`config.mk`:
```
export PLATFORM = sky130hd
export DESIGN_NAME = load_store_unit
export DESIGN_NICKNAME = d
export VERILOG_FILES = /design/src/rtl/load_store_unit.sv
export SDC_FILE = /design/constraint.sdc
export NUM_CORES = 1
export LEC_CHECK = 0
export CAP_MARGIN = 20
export CORE_MARGIN = 8
export CORE_UTILIZATION = 49
export CTS_BUF_LIST = sky130_fd_sc_hd__clkbuf_8
export DETAILED_ROUTE_END_ITERATION = 8
export HOLD_SLACK_MARGIN = 0.1
export PLACE_DENSITY = 0.87
export SLEW_MARGIN = 20
export SYNTH_ARGS = -nofsm -noshare
export SYNTH_HDL_FRONTEND = slang
export SYNTH_SLANG_ARGS = --single-unit
```
`constraint.sdc`:
```
create_clock -name clk -period 4.9 [get_ports clk]
set_input_delay 0.735 -clock clk [delete_from_list [all_inputs] [get_ports clk]]
set_output_delay 0.735 -clock clk [all_outputs]
set_load 0.02 [all_outputs]
```
`src/rtl/load_store_unit.sv`:
```
// load_store_unit
//   RV32I load/store unit between the core datapath and a word-wide data memory
//   with asynchronous read, synchronous write and no byte enables.
//   Sub-word stores are performed as read-modify-write. Loads are extracted from
//   the read word and then sign- or zero-extended. Misaligned, out-of-range and
//   illegal requests return rsp_err and never touch memory.
//
// Ports
//   clk, rst          clock (rising edge), asynchronous active-high reset
//   req_valid/ready   request handshake (ready only while idle)
//   req_we            1 = store, 0 = load
//   req_funct3        RV32I width/sign code (000 B, 001 H, 010 W, 100 BU, 101 HU)
//   req_addr          byte address
//   req_wdata         store data (rs2)
//   rsp_valid/ready   response handshake (response held until accepted)
//   rsp_rdata         load result (0 for stores and errors)
//   rsp_err           misaligned / out-of-range / illegal funct3
//   mem_A             word address to data memory
//   mem_Data          write data to data memory
//   mem_W_en          write enable to data memory (one cycle per store)
//   mem_RD            asynchronous read data from data memory
`timescale 1ns/1ps
module load_store_unit #(
  parameter int unsigned ADDR_W = 10
) (
  input  logic              clk,
  input  logic              rst,
  input  logic              req_valid,
  output logic              req_ready,
  input  logic              req_we,
  input  logic [2:0]        req_funct3,
  input  logic [31:0]       req_addr,
  input  logic [31:0]       req_wdata,
  output logic              rsp_valid,
  input  logic              rsp_ready,
  output logic [31:0]       rsp_rdata,
  output logic              rsp_err,
  output logic [ADDR_W-1:0] mem_A,
  output logic [31:0]       mem_Data,
  output logic              mem_W_en,
  input  logic [31:0]       mem_RD
);

  typedef enum logic [1:0] {
    S_IDLE,
    S_READ,
    S_WRITE,
    S_RESP
  } state_t;

  state_t              state_q, state_d;
  logic                we_q, we_d;
  logic [2:0]          funct3_q, funct3_d;
  logic [ADDR_W+1:0]   addr_q, addr_d;
  logic [31:0]         wdata_q, wdata_d;
  logic [31:0]         word_q, word_d;
  logic [31:0]         rdata_q, rdata_d;
  logic                err_q, err_d;

  logic                req_illegal;
  logic                req_misaligned;
  logic                req_out_of_range;
  logic                req_error;

  logic [4:0]          lane_shift;
  logic [31:0]         rd_shifted;
  logic [31:0]         load_value;
  logic [31:0]         lane_mask;
  logic [31:0]         merged_word;

  // Request classification on the live request inputs (used only in IDLE).
  always_comb begin
    req_illegal      = (req_funct3 == 3'b011) || (req_funct3[2:1] == 2'b11)
                       || (req_we && req_funct3[2]);
    req_misaligned   = ((req_funct3[1:0] == 2'b01) && req_addr[0])
                       || ((req_funct3[1:0] == 2'b10) && (req_addr[1:0] != 2'b00));
    req_out_of_range = |req_addr[31:ADDR_W+2];
    req_error        = req_illegal || req_misaligned || req_out_of_range;
  end

  // Byte offset of the addressed lane, in bits.
  assign lane_shift = {addr_q[1:0], 3'b000};

  // Load extraction: bring the addressed lane down to bit 0, then extend.
  always_comb begin
    rd_shifted = mem_RD >> lane_shift;
    load_value = '0;
    unique case (funct3_q)
      3'b000:  load_value = {{24{rd_shifted[7]}}, rd_shifted[7:0]};
      3'b001:  load_value = {{16{rd_shifted[15]}}, rd_shifted[15:0]};
      3'b010:  load_value = rd_shifted;
      3'b100:  load_value = {24'h000000, rd_shifted[7:0]};
      3'b101:  load_value = {16'h0000, rd_shifted[15:0]};
      default: load_value = '0;
    endcase
  end

  // Store merge: replace only the addressed lane of the previously read word.
  always_comb begin
    lane_mask = '1;
    unique case (funct3_q[1:0])
      2'b00:   lane_mask = 32'h0000_00FF << lane_shift;
      2'b01:   lane_mask = 32'h0000_FFFF << lane_shift;
      default: lane_mask = '1;
    endcase
    merged_word = (word_q & ~lane_mask) | ((wdata_q << lane_shift) & lane_mask);
  end

  // Next-state and datapath next values.
  always_comb begin
    state_d  = state_q;
    we_d     = we_q;
    funct3_d = funct3_q;
    addr_d   = addr_q;
    wdata_d  = wdata_q;
    word_d   = word_q;
    rdata_d  = rdata_q;
    err_d    = err_q;

    unique case (state_q)
      S_IDLE: begin
        if (req_valid) begin
          we_d     = req_we;
          funct3_d = req_funct3;
          addr_d   = req_addr[ADDR_W+1:0];
          wdata_d  = req_wdata;
          rdata_d  = '0;
          err_d    = req_error;
          state_d  = req_error ? S_RESP : S_READ;
        end
      end
      S_READ: begin
        word_d = mem_RD;
        if (we_q) begin
          state_d = S_WRITE;
        end else begin
          rdata_d = load_value;
          state_d = S_RESP;
        end
      end
      S_WRITE: begin
        state_d = S_RESP;
      end
      S_RESP: begin
        if (rsp_ready) begin
          state_d = S_IDLE;
        end
      end
      default: begin
        state_d = S_IDLE;
      end
    endcase
  end

  always_ff @(posedge clk or posedge rst) begin
    if (rst) begin
      state_q  <= S_IDLE;
      we_q     <= 1'b0;
      funct3_q <= '0;
      addr_q   <= '0;
      wdata_q  <= '0;
      word_q   <= '0;
      rdata_q  <= '0;
      err_q    <= 1'b0;
    end else begin
      state_q  <= state_d;
      we_q     <= we_d;
      funct3_q <= funct3_d;
      addr_q   <= addr_d;
      wdata_q  <= wdata_d;
      word_q   <= word_d;
      rdata_q  <= rdata_d;
      err_q    <= err_d;
    end
  end

  // Write enable is decoded from the state register alone, so an asynchronous
  // reset during WRITE removes it immediately. mem_Data is a pure function of
  // registers that all reset to zero, so it reads 0 out of reset.
  assign req_ready = (state_q == S_IDLE);
  assign rsp_valid = (state_q == S_RESP);
  assign rsp_rdata = rdata_q;
  assign rsp_err   = err_q;
  assign mem_A     = addr_q[ADDR_W+1:2];
  assign mem_W_en  = (state_q == S_WRITE);
  assign mem_Data  = merged_word;

endmodule

```
==> impl_metrics.json, run 1 <==
{
  "status": "completed",
  "avgSynthCellArea_um2": 11.7,
  "ys_warn_count": 0,
  "reg2reg_from": "state_q[1]",
  "cts_tree": "done",
  "setup_slack_ns": 1.02,
  "vdd_drop_max_v": 0.000523,
  "cts.sinks": 115,
  "fillers": 871,
  "synth.area.top_cells": "dfrtp_1 49%, mux2_2 20%, mux2i_1 5.3%",
  "grt_max_degree": 61,
  "grtUsageTotal": 0.222,
  "yosysMostFrequentCell": "dfrtp_1",
  "finalClockSkew_ns": 0.00990,
  "via_per_inst": 5.64,
  "required_ns": 4.16,
  "critical_path_class": "reg -> out",
  "postCtsSetupRepairBufs": 0,
  "hold_path_class": "reg -> reg",
  "cp-start-kind": "flop",
  "antenna_found_initial": 1,
  "final_max_slew_viol_count": 0,
  "die_width_um": 125,
  "slew_headroom": 0.428,
  "cts_made_buffers": 17,
  "die_h_um": 125,
  "fin_tns_setup_ns": 0,
  "drt-initial-drc-count": 388,
  "synth_edf_count": 0,
  "clk_pin_slew_worst_paths_ns": 0.06,
  "core_area_mm2": 0.0119,
  "port_buffers": 181,
  "critPathLaunch": "addr_q[0]",
  "routabilityCongestion": 0.853,
  "start_util": 0.495,
  "dp_slack_ns": 1.51,
  "grt_overflow_total": 0,
  "leakage_nw": 3.40,
  "ios": 182,
  "worstMarginPinSlew_ns": 0.859,
  "drt-pass1-iter-count": 5,
  "multi_input_area_mm2": 0.00275,
  "synth_area_mm2": 0.00587,
  "finalCritPeriodShare": 0.792,
  "cp-end-kind": "output pin",
  "fmax_mhz": 258,
  "rsz0062_at_grt": "false",
  "ff_latch_area_mm2": 0.00288,
  "clock_path_buffers": 2,
  "first_global_vias": 4957,
  "grt_pass1_wl_um": 27500,
  "synthToLayoutAreaGrowth_pct": 37.3,
  "vias": 4659,
  "ys_async_sr_fraction": 1.00,
  "h-tree-depth": 4,
  "synth_area_leader_cell": "dfrtp_1",
  "cts_hold_buffers": 0,
  "drtAntennaViolNets": 0,
  "clockRootBuffer": "clkbuf_8",
  "synth_nets": 609,
  "ys_ff_latch": 115,
  "hold_viol_final": 0,
  "maxCapViolCount": 0,
  "synth.distinct_cells": 40,
  "routed_wl_um": 17100,
  "drcViolationCount": 0,
  "ys_seq_area_frac": 0.490,
  "total_power_w": 0.00591,
  "routedWlPerCell_um": 20.7,
  "netlist_instances": 501,
  "rows": 40,
  "setup_violations": 0,
  "drive_gt1_frac": 0.223,
  "synth_commonest_cells": "115 x dfrtp_1, 103 x mux2_2, 50 x nand2_1",
  "synth.top_cell.area_share": 0.490,
  "power_density_mw_per_mm2": 733,
  "crit_fanout": 35,
  "cts_resized": 0,
  "layout.nets": 775,
  "clock_latency_ns": 0.44,
  "arrival_ns": 3.14,
  "hold_start": "rsp_rdata[6]",
  "dp_hpwl_um": 13100,
  "dieArea_mm2": 0.0157,
  "synth_ff_type": "dfrtp_1",
  "min_period_ns": 3.88
}
==> sequential cells by signal, indices dropped and copies added, names as in the netlist <==
name / count
word_q: 32
state_q: 2
we_q: 1
funct3_q: 3
wdata_q: 32
rsp_err: 1
addr_q: 12
rsp_rdata: 32
==> cell usage in the layout (no fill, tap or decap), types with 2 or more instances in the layout <==
| cell | n |
|---|---|
| a211oi_1 | 8 |
| a21oi_1 | 16 |
| a21oi_2 | 2 |
| a221o_1 | 23 |
| buf_4 | 8 |
| clkbuf_8 | 20 |
| clkdlybuf4s50_1 | 181 |
| clkinv_2 | 3 |
| dfrtp_1 | 113 |
| dfrtp_2 | 2 |
| ha_1 | 4 |
| inv_1 | 11 |
| mux2_2 | 103 |
| mux2_4 | 2 |
| mux2i_1 | 31 |
| nand2_1 | 49 |
| nand4_1 | 3 |
| nor2_1 | 14 |
| nor2b_1 | 10 |
| nor4_1 | 5 |
| o211a_1 | 2 |
| o21ai_0 | 35 |
| o31ai_1 | 11 |
| or2_2 | 2 |
==> report_power, final <==
group	switching, W	internal [W]	total [W]
Combinational	0.00164	0.00169	0.00333
Sequential	0.000403	0.00140	0.00180
Clock	0.000357	0.000422	0.000779
==> metrics by stage <==
step / hold WS [ns] / utilization / instances / cell area [um2]
3_5_place_dp: 0.473 / 0.649 / 795 / 7700
2_1_floorplan: 0.471 / - / 501 / 5870
6_report: 0.479 / 0.680 / 826 / 8060
3_3_place_gp: 0.465 / 0.649 / 795 / 7700
5_1_grt: 0.523 / 0.680 / 826 / 8060
4_1_cts: 0.487 / 0.679 / 825 / 8050
==> cells by family after synthesis <==
family                   count (synthesis)  synth area share
AND/OR/NAND/NOR                         92            0.0737
buffers and inverters                   50            0.0458
multiplexers                           137             0.259
adder cells (fa/ha/maj)                  4           0.00852
flip-flops                             115             0.490
AO/OA/AOI/OAI                          103             0.123
==> final cells by class <==
type,instances,share of cell area
antenna,1,0.000310
clock buffer,20,0.0341
tap,147,0.0228
timing repair buffer,189,0.232
inverter,8,0.00403
clock inverter,10,0.00885
multi-input combinational,336,0.340
sequential,115,0.357
==> routing by layer <==
metal,wire [um],vias to the layer above,global-route usage
met3,981,34,0.0616
met5,0,-,0
met4,491,0,0.0974
met1,7290,2293,0.269
li1,-,2162,-
met2,8330,170,0.363
==> critical path, cell delays in order (launching register included) <==
cell,delay (ns)
dfrtp_2,0.71
or2_2,0.46
a21oi_2,0.56
nand2_1,0.14
o31ai_1,0.12
clkdlybuf4s50_1,0.70
==> final timing paths <==
kind | slack, ns | endpoint | cells after the start
hold / removal | 0.48 | rsp_rdata[6] | 2
setup reg to reg | 2.36 | rsp_rdata[18] | 7
max in group asynchronous | 3.27 | word_q[0] | 3
min in group asynchronous | 0.71 | state_q[0] | 2
setup / recovery | 1.02 | mem_Data[15] | 5
hold reg to reg | 0.48 | rsp_rdata[6] | 2
No activity file was read; power rests on OpenSTA's default activity.
==> run 2, diff against run 1 <==
--- a/config.mk
+++ b/config.mk
@@ -7,11 +7,11 @@
 export LEC_CHECK = 0
 export CAP_MARGIN = 20
 export CORE_MARGIN = 8
-export CORE_UTILIZATION = 49
+export CORE_UTILIZATION = 44
 export CTS_BUF_LIST = sky130_fd_sc_hd__clkbuf_8
 export DETAILED_ROUTE_END_ITERATION = 8
 export HOLD_SLACK_MARGIN = 0.1
-export PLACE_DENSITY = 0.87
+export PLACE_DENSITY = 0.83
 export SLEW_MARGIN = 20
 export SYNTH_ARGS = -nofsm -noshare
 export SYNTH_HDL_FRONTEND = slang
==> constraint.sdc (replaced) <==
create_clock -name clk -period 3.5 [get_ports clk]
set_input_delay 0.525 -clock clk [delete_from_list [all_inputs] [get_ports clk]]
set_output_delay 0.525 -clock clk [all_outputs]
set_load 0.02 [all_outputs]
==> impl_metrics.json, run 2 (synthesis gave the netlist of run 1 again) <==
{
  "via_per_inst": 5.45,
  "vias": 4690,
  "hold_slack_ns": 0.424,
  "rsz0062_at_grt": "false",
  "finish.utilization": 0.619,
  "core_area_mm2": 0.0131,
  "grt_pass1_wl_um": 27800,
  "ios": 182,
  "drtAntennaViolNets": 0,
  "start_util": 0.447,
  "first_global_vias": 4971,
  "drive_gt1_frac": 0.230,
  "cts_resized": 0,
  "cts_tree": "done",
  "layout.nets": 777,
  "fillers": 1071,
  "routed_wl_um": 17600,
  "synthToLayoutAreaGrowth_pct": 38.4,
  "status": "completed",
  "r2r_slack_ns": 1.31,
  "cp-start-kind": "flop",
  "antenna_found_initial": 2,
  "port_buffers": 181,
  "final_common_cell": "clkdlybuf4s50_1",
  "swShare": 0.415,
  "met3_usage": 0.0614,
  "routedWlPerCell_um": 20.5,
  "cts_hold_buffers": 0,
  "setup_violations": 0,
  "grtUsageTotal": 0.203,
  "slew_headroom": 0.498,
  "layout_common_cells": "181 x clkdlybuf4s50_1, 113 x dfrtp_1, 103 x mux2_2, 49 x nand2_1, 35 x o21ai_0",
  "leakage_nw": 3.40,
  "cts_made_buffers": 17,
  "drcViolationCount": 0,
  "postCtsSetupRepairBufs": 0,
  "hold_path_class": "in -> async",
  "finalCritPeriodShare": 0.939,
  "comb_power_share": 0.569,
  "power_switching_w": 0.00346,
  "fmax_mhz": 304,
  "drt-initial-drc-count": 315,
  "required_ns": 2.97,
  "cp-end-kind": "output pin",
  "die_h_um": 132,
  "die_width_um": 132,
  "clockRootBuffer": "clkbuf_8",
  "seq_power_share": 0.298,
  "critical_path_class": "reg -> out",
  "dp_hpwl_um": 13700,
  "clock_path_buffers": 2,
  "h-tree-depth": 4,
  "grt_max_degree": 67,
  "vdd_drop_max_v": 0.000602,
  "cp_slowest_stage_delay_ns": 0.69,
  "met2_usage": 0.333,
  "cp_cell_sequence": "or2_2 -> a21oi_2 -> nand2_1 -> o31ai_1 -> clkdlybuf4s50_1",
  "gr-max-usage-layer": "met2",
  "drt-pass1-iter-count": 4,
  "total_power_w": 0.00833,
  "grtUsageMet1": 0.244,
  "clock_latency_ns": 0.44,
  "arrival_ns": 2.76,
  "final_max_slew_viol_count": 0,
  "dieArea_mm2": 0.0173,
  "cp_num_buf_inv": 1,
  "clkPwrFrac": 0.132,
  "min_period_ns": 3.29,
  "rows": 42,
  "finalClockSkew_ns": 0.00991,
  "hold_viol_final": 0,
  "power_density_mw_per_mm2": 1020,
  "critPathTopFamily": "buffers and inverters",
  "cp_slowest_cell": "clkdlybuf4s50_1",
  "grt_overflow_total": 0,
  "clk_pin_slew_worst_paths_ns": 0.07,
  "maxCapViolCount": 0,
  "crit_fanout": 16,
  "worstMarginPinSlew_ns": 0.750,
  "cts.sinks": 115,
  "routabilityCongestion": 0.855,
  "internal_power_w": 0.00488,
  "fin_tns_setup_ns": 0
}
run 2: power groups by stage:
stage / clock [W] / combinational [W] / sequential (W)
after floorplan: 0 / 0.00300 / 0.00241
after global placement: 0 / 0.00464 / 0.00245
after detailed placement: 0 / 0.00474 / 0.00249
after CTS: 0.00113 / 0.00477 / 0.00247
after global routing: 0.00118 / 0.00505 / 0.00256
final: 0.00110 / 0.00474 / 0.00248
run 2: metrics by stage:
stage / instance area, um2 / cells / worst slack, ns
after floorplan: 5880 / 501 / 1.38
after global placement: 7770 / 826 / 0.770
after detailed placement: 7770 / 826 / 0.677
after CTS: 8120 / 858 / 0.190
after global routing: 8130 / 860 / 0.0642
final: 8130 / 860 / 0.214
run 2: final timing paths:
kind | startpoint | end | depth (start not counted)
worst min-delay path | rst | rsp_err | 2
min in group clk | rsp_rdata[7] | rsp_rdata[7] | 2
worst max register to register | addr_q[0] | rsp_rdata[27] | 5
worst max-delay path | addr_q[0] | mem_Data[12] | 5
worst min register to register | rsp_rdata[7] | rsp_rdata[7] | 2
max in group asynchronous | rst | addr_q[0] | 3
run 2: cell type report:
| cell class | instances | area (um2) | area share |
|---|---|---|---|
| diodes | 2 | 5.00 | 0.000616 |
| clock buffers | 17 | 234 | 0.0288 |
| clock inverters | 15 | 123 | 0.0151 |
| inverters | 8 | 33.8 | 0.00416 |
| multi-input cells | 336 | 2730 | 0.336 |
| flip-flops and latches | 115 | 2880 | 0.354 |
| well taps | 176 | 220 | 0.0271 |
| repair buffers | 191 | 1900 | 0.234 |
run 2: metal layers:
layer / share of wire / up-vias
li1: - / 2169
met1: 0.42 / 2302
met2: 0.49 / 189
met3: 0.062 / 30
met4: 0.024 / 0
met5: 0 / -
==> run 3, diff against run 2 <==
--- a/config.mk
+++ b/config.mk
@@ -11,6 +11,7 @@
 export CTS_BUF_LIST = sky130_fd_sc_hd__clkbuf_8
 export DETAILED_ROUTE_END_ITERATION = 8
 export HOLD_SLACK_MARGIN = 0.1
+export MAX_ROUTING_LAYER = met4
 export PLACE_DENSITY = 0.83
 export SLEW_MARGIN = 20
 export SYNTH_ARGS = -nofsm -noshare
==> impl_metrics.json, run 3 (synthesis gave the netlist of run 1 again) <==
{
  "grt_max_degree": 67,
  "cts_hold_buffers": 0,
  "drt-pass1-iter-count": 5,
  "fin_tns_setup_ns": 0,
  "die_width_um": 132,
  "clockRootBuffer": "clkbuf_8",
  "maxCapViolCount": 0,
  "dp_hpwl_um": 13700,
  "cp-start-kind": "flop",
  "slew_headroom": 0.496,
  "place_inst": 826,
  "drt-initial-drc-count": 348,
  "finalCritPeriodShare": 0.937,
  "vias": 4689,
  "dieArea_mm2": 0.0173,
  "final_common_cell": "clkdlybuf4s50_1",
  "port_buffers": 181,
  "h-tree-depth": 4,
  "antenna_found_initial": 2,
  "min_period_ns": 3.28,
  "cts_made_buffers": 17,
  "power_density_mw_per_mm2": 1030,
  "critical_path_class": "reg -> out",
  "core_area_mm2": 0.0131,
  "cts.sinks": 115,
  "fmax_mhz": 305,
  "power_switching_w": 0.00346,
  "start_util": 0.447,
  "hold_viol_final": 0,
  "routedWlPerCell_um": 20.5,
  "multi_input_area_mm2": 0.00273,
  "cts_tree": "done",
  "first_global_vias": 4991,
  "clk_pin_slew_worst_paths_ns": 0.07,
  "swShare": 0.415,
  "clock_latency_ns": 0.45,
  "required_ns": 2.97,
  "grt_overflow_total": 0,
  "instances_no_fill": 860,
  "synthToLayoutAreaGrowth_pct": 38.4,
  "ios": 182,
  "status": "completed",
  "setup_violations": 0,
  "clkPwrFrac": 0.133,
  "grtUsageTotal": 0.209,
  "worstMarginPinSlew_ns": 0.753,
  "layout.nets": 777,
  "internal_power_w": 0.00487,
  "vdd_drop_max_v": 0.000605,
  "cts_resized": 0,
  "routed_wl_um": 17600,
  "clock_path_buffers": 2,
  "cp-end-kind": "output pin",
  "via_per_inst": 5.45,
  "comb_power_share": 0.569,
  "grt_pass1_wl_um": 27800,
  "hold_path_class": "in -> async",
  "arrival_ns": 2.75,
  "r2r_slack_ns": 1.33,
  "routabilityCongestion": 0.869,
  "rsz0062_at_grt": "false",
  "drcViolationCount": 0,
  "seq_power_share": 0.298,
  "drtAntennaViolNets": 0,
  "crit_fanout": 16,
  "fillers": 1071,
  "drive_gt1_frac": 0.230,
  "die_h_um": 132,
  "layout_common_cells": "181 x clkdlybuf4s50_1, 113 x dfrtp_1, 103 x mux2_2, 49 x nand2_1, 35 x o21ai_0",
  "rows": 42,
  "final_max_slew_viol_count": 0,
  "postCtsSetupRepairBufs": 0,
  "finalClockSkew_ns": 0.0146,
  "leakage_nw": 3.40,
  "ff_latch_area_mm2": 0.00288
}
run 3: final timing paths:
path | startpoint | to | depth (start not counted)
setup / recovery | addr_q[0] | mem_Data[12] | 5
hold / removal | rst | rsp_err | 2
setup reg to reg | addr_q[0] | rsp_rdata[27] | 5
hold reg to reg | rsp_rdata[7] | rsp_rdata[7] | 2
max in group asynchronous | rst | addr_q[0] | 3
min in group clk | rsp_rdata[7] | rsp_rdata[7] | 2
run 3: layout make-up:
| cell class | count | share of cell area |
|---|---|---|
| clock inverters | 15 | 0.0151 |
| multi-input cells | 336 | 0.336 |
| diodes | 2 | 0.000616 |
| well taps | 176 | 0.0271 |
| flip-flops and latches | 115 | 0.354 |
| clock buffers | 17 | 0.0288 |
| inverters | 8 | 0.00416 |
| repair buffers | 191 | 0.234 |
run 3: critical path, cell delays in order, from the launching register on:
cell             delay, ns
dfrtp_2               0.47
or2_2                 0.35
a21oi_2               0.57
nand2_1               0.13
o31ai_1               0.11
clkdlybuf4s50_1       0.68
run 3: per-layer routing:
| metal | up-vias | GRT usage | wire [um] |
|---|---|---|---|
| met5 | - | - | 0 |
| met4 | 0 | 0.0881 | 455 |
| met3 | 34 | 0.0518 | 875 |
| met2 | 159 | 0.333 | 8700 |
| met1 | 2328 | 0.249 | 7600 |
| li1 | 2168 | - | - |
run 3: power groups by stage:
stage          clock network [W]  logic (W)  registers [W]
4_1_cts                  0.00113    0.00477        0.00247
2_1_floorplan                  0    0.00300        0.00241
5_1_grt                  0.00118    0.00505        0.00256
3_5_place_dp                   0    0.00474        0.00249
3_3_place_gp                   0    0.00464        0.00245
6_report                 0.00111    0.00475        0.00248
run 3: stage by stage:
step	cell area, um2	total power [W]	util	hold slack, ns	worst slack [ns]
6_report	8130	0.00834	0.619	0.420	0.220
5_1_grt	8130	0.00879	0.619	0.450	0.0658
4_1_cts	8120	0.00837	0.618	0.427	0.190
3_5_place_dp	7770	0.00723	0.591	0.481	0.677
3_3_place_gp	7770	0.00709	0.591	0.470	0.770
2_1_floorplan	5880	0.00541	-	0.471	1.38
